File: config.mk
export PLATFORM = sky130hd
export DESIGN_NAME = out_port_buffer
export DESIGN_NICKNAME = d
export VERILOG_FILES = /design/src/rtl/port_pkg.sv /design/src/rtl/port_fifo_mem.sv /design/src/rtl/out_port_buffer.sv
export SDC_FILE = /design/constraint.sdc
export NUM_CORES = 1
export LEC_CHECK = 0
export CAP_MARGIN = 0
export CORE_MARGIN = 5
export CORE_UTILIZATION = 55
export CTS_BUF_LIST = sky130_fd_sc_hd__clkbuf_4 sky130_fd_sc_hd__clkbuf_8
export DETAILED_ROUTE_END_ITERATION = 10
export PLACE_DENSITY = 0.86
export SYNTH_ARGS = -nofsm -noshare
export SYNTH_HDL_FRONTEND = slang
export SYNTH_SLANG_ARGS = --single-unit
File: constraint.sdc
create_clock -name clk -period 3.2 [get_ports clk]
set_clock_uncertainty 0.2 [all_clocks]
set_input_delay 0.32 -clock clk [delete_from_list [all_inputs] [get_ports clk]]
set_output_delay 0.32 -clock clk [all_outputs]
set_load 0.05 [all_outputs]
File: src/rtl/port_pkg.sv
// ============================================================================
// port_pkg : shared widths and word type for processor I/O port buffers
// Rev 1.0
// ============================================================================
`default_nettype none

package port_pkg;

   localparam int PORT_WIDTH     = 16;
   localparam int OUT_FIFO_DEPTH = 4;

   typedef logic [PORT_WIDTH-1:0] port_word_t;

endpackage

`default_nettype wire

File: src/rtl/port_fifo_mem.sv
// ============================================================================
// port_fifo_mem : DEPTH x DATA_WIDTH array, synchronous write, async read
// Rev 1.0
// ============================================================================
`default_nettype none

module port_fifo_mem
   import port_pkg::*;
#(
   parameter int DATA_WIDTH = PORT_WIDTH,
   parameter int DEPTH      = OUT_FIFO_DEPTH,
   parameter int AW         = $clog2(DEPTH)
) (
   input  logic                  clk,
   input  logic                  we,
   input  logic [AW-1:0]         waddr,
   input  logic [DATA_WIDTH-1:0] wdata,
   input  logic [AW-1:0]         raddr,
   output logic [DATA_WIDTH-1:0] rdata
);

   logic [DATA_WIDTH-1:0] mem [DEPTH];

   // Contents are deliberately unreset; occupancy logic masks stale entries.
   always_ff @(posedge clk) begin
      if (we) begin
         mem[waddr] <= wdata;
      end
   end

   assign rdata = mem[raddr];

endmodule

`default_nettype wire

File: src/rtl/out_port_buffer.sv
// ============================================================================
// out_port_buffer : show-ahead FIFO between Controller OUT path and device pins
// Rev 1.0
// ============================================================================
`default_nettype none

module out_port_buffer
   import port_pkg::*;
#(
   parameter int DATA_WIDTH = PORT_WIDTH,
   parameter int DEPTH      = OUT_FIFO_DEPTH
) (
   input  logic                       clk,
   input  logic                       reset,
   input  logic [DATA_WIDTH-1:0]      outPortData,
   input  logic                       outSignalEn,
   output logic [DATA_WIDTH-1:0]      devData,
   output logic                       devValid,
   input  logic                       devReady,
   output logic [$clog2(DEPTH):0]     count,
   output logic                       full,
   output logic                       overflow
);

   localparam int AW = $clog2(DEPTH);
   localparam int CW = AW + 1;

   logic [AW-1:0]         wp;
   logic [AW-1:0]         rp;
   logic [CW-1:0]         occ;
   logic                  ovf;
   logic                  pop;
   logic                  push;
   logic                  drop;
   logic [DATA_WIDTH-1:0] head;

   assign devValid = (occ != '0);
   assign full     = (occ == CW'(DEPTH));
   assign count    = occ;
   assign overflow = ovf;

   assign pop  = devValid && devReady;
   // A full FIFO still accepts a push when the head is leaving this cycle.
   assign push = outSignalEn && (!full || pop);
   assign drop = outSignalEn && full && !pop;

   port_fifo_mem #(
      .DATA_WIDTH (DATA_WIDTH),
      .DEPTH      (DEPTH),
      .AW         (AW)
   ) u_mem (
      .clk   (clk),
      .we    (push && !reset),
      .waddr (wp),
      .wdata (outPortData),
      .raddr (rp),
      .rdata (head)
   );

   assign devData = devValid ? head : '0;

   always_ff @(posedge clk) begin
      if (reset) begin
         wp  <= '0;
         rp  <= '0;
         occ <= '0;
         ovf <= 1'b0;
      end else begin
         if (push) begin
            wp <= wp + 1'b1;
         end
         if (pop) begin
            rp <= rp + 1'b1;
         end
         if (push && !pop) begin
            occ <= occ + 1'b1;
         end else if (pop && !push) begin
            occ <= occ - 1'b1;
         end
         if (drop) begin
            ovf <= 1'b1;
         end
      end
   end

endmodule

`default_nettype wire

==> flow_metrics.env <==
export IMPL_grt_pass1_wl_mm=8.569
export IMPL_grt_ovfl_total=0
export IMPL_drt_wl_total_mm=5.299
export IMPL_yosys_area_top_type="edfxtp_1"
export IMPL_mostFrequentLayoutCells="64 x edfxtp_1, 25 x clkdlybuf4s50_1, 22 x buf_4"
export IMPL_status="complete, no violations"
export IMPL_finalCritPeriodShare=0.7929
export IMPL_synth_fa_ha_area_frac=0.02801
export IMPL_syn_nets=181
export IMPL_synth_compound_area_frac=0.01486
export IMPL_netlist_instances=155
export IMPL_cts_resized=0
export IMPL_drcViolationCount=0
export IMPL_hold_slack_ns=0.3071
export IMPL_finalPower_mw=3.313
export IMPL_utilization=0.7025
export IMPL_cts_setup_buffers=0
export IMPL_synth_area_mux_share=0.1341
export IMPL_port_buffers=41
export IMPL_cts_sinks=74
export IMPL_cp_start_kind="flop"
export IMPL_core_area_mm2=0.005172
export IMPL_die_x_um=83.21
export IMPL_wl_per_cell_um=18.79
export IMPL_postCtsHoldBufs=0
export IMPL_diodes=0
export IMPL_tightestPinTransition_ns=0.7801
export IMPL_cts_root_buf="clkbuf_8"
export IMPL_synth_top_cell_area_share=0.6520
export IMPL_synth_seq_area_share=0.7199
export IMPL_dpl_cell_area_mm2=0.003430
export IMPL_dr_total_vias=1500
export IMPL_ys_seq_elements=74
export IMPL_dieArea_mm2=0.006924
export IMPL_p_leak_nw=1.252
export IMPL_synth_cell_types=26
export IMPL_syn_area_per_cell_um2=19.02
export IMPL_regArea_mm2=0.002122
export IMPL_required_ns=2.68
export IMPL_routabilityCongestion=0.9609
export IMPL_cts_tree="yes"
export IMPL_cts_made_buffers=9
export IMPL_final_common_cell="edfxtp_1"
export IMPL_die_y_um=83.21
export IMPL_nets=233
export IMPL_dp_hpwl_mm=3.458
export IMPL_path_class="reg -> out"
export IMPL_slew_headroom=0.4793
export IMPL_antenna_found_initial=0
export IMPL_synthXorXnorAreaFrac=0.008913
export IMPL_clk_latency_ns=0.34
export IMPL_report_final_hold_viol_count=0
export IMPL_grt_use_total=0.1659
export IMPL_max_cap_violations=0
export IMPL_syn2layout_area_growth_pct=23.26
export IMPL_clkTransAtPathRegs_ns=0.07
export IMPL_rows=26
export IMPL_drv_slew=0
export IMPL_ys_top_cells_by_area="edfxtp_1 65%, mux4_2 12%, dfxtp_1 6.8%, nor2b_1 3.4%, ha_1 2.1%"
export IMPL_yosys_area_share_simple=0.07258
export IMPL_grt_max_degree=20
export IMPL_ys_warn_count=0
export IMPL_synth_top_family_by_area="multiplexers"
export IMPL_multi_input_area_um2=782.0
export IMPL_fillerInstances=326
export IMPL_vias_per_cell=5.319
export IMPL_drive_above_1_share=0.2972
export IMPL_grt_pass1_vias=1687
export IMPL_endpoint_kind="output port"
export IMPL_power_density_mw_per_mm2=911.7
export IMPL_floorplan_initialDensity=0.5699
export IMPL_rsz0062_at_grt="false"
export IMPL_fin_area_mm2=0.003633
export IMPL_max_freq_ghz=0.3941
export IMPL_cts_htree_levels=3
export IMPL_first_pass_iters=4
export IMPL_setup_viol=0
export IMPL_clock_path_buffers=2
export IMPL_arrival_ns=2.02
export IMPL_syn_area_mm2=0.002948
export IMPL_hold_class="reg -> reg"
export IMPL_finalSetupTns_ns=0
export IMPL_pin_count=42
export IMPL_crit_fanout=19
export IMPL_ant_nets=0
export IMPL_post_route_min_period_ns=2.537
export IMPL_drtIter0Drc=88
export IMPL_vdd_ir_drop_max_mv=0.6532
state kept, by name, summed over array words and instances, names as in the netlist, named ones only:
register / flops
rp: 2
count: 3
overflow: 1
wp: 2
u_mem.mem: 64
final cells by class:
cell class,instances,share of cell area
clock inverters,5,0.01446
clock buffers,11,0.04167
repair buffers,47,0.1143
flip-flops and latches,74,0.5840
well taps,70,0.02410
inverters,6,0.006198
multi-input cells,69,0.2152
per-stage QoR:
stage	std cells	setup WS (ns)
6_report	282	0.6627
5_1_grt	282	0.5335
2_1_floorplan	155	0.02350
3_3_place_gp	266	0.5377
4_1_cts	282	0.6357
3_5_place_dp	266	0.4038
synthesized netlist by cell type (all sizes together):
master,instances
a21oi,2
a31oi,1
mux4,16
o31ai,1
edfxtp,64
buf,5
nand2b,2
nor3,1
xor2,3
ha,5
o21ai,2
or3,2
dfxtp,10
a21bo,1
nor2b,16
nor2,7
mux2,1
nand2,1
fa,1
clkbuf,1
inv,6
mux2i,2
nor3b,5
worst max-delay path, cell delays in order (launching register included):
cell	delay [ns]
dfxtp_1	0.53
nor3_2	0.06
buf_4	0.22
inv_1	0.08
clkdlybuf4s50_1	0.79
report_power, final:
part	leakage (nW)	switching (mW)	internal [mW]
registers	0.663	0.0734	1.12
logic	0.484	0.895	0.503
clock network	0.105	0.320	0.398
total	1.25	1.29	2.02
per-layer routing:
metal / GRT usage / part of all wire / vias up
li1: - / - / 696
met1: 0.1872 / 0.40 / 747
met2: 0.2864 / 0.52 / 47
met3: 0.05248 / 0.065 / 10
met4: 0.07578 / 0.020 / 0
met5: 0 / 0 / -
worst paths after layout:
check,from,cells past startpoint,slack [ns],endpoint
hold reg to reg,overflow,2,0.31,overflow
setup / recovery,count[0],4,0.66,devValid
setup reg to reg,count[0],9,0.67,count[2]
hold / removal,overflow,2,0.31,overflow
cell families after synthesis:
group,Yosys count
fa+ha+maj,6
flops,74
xor+xnor,3
mux,19
buf+inv,12
simple gates,34
compound gates,7
(Power assumes the default switching activity.)
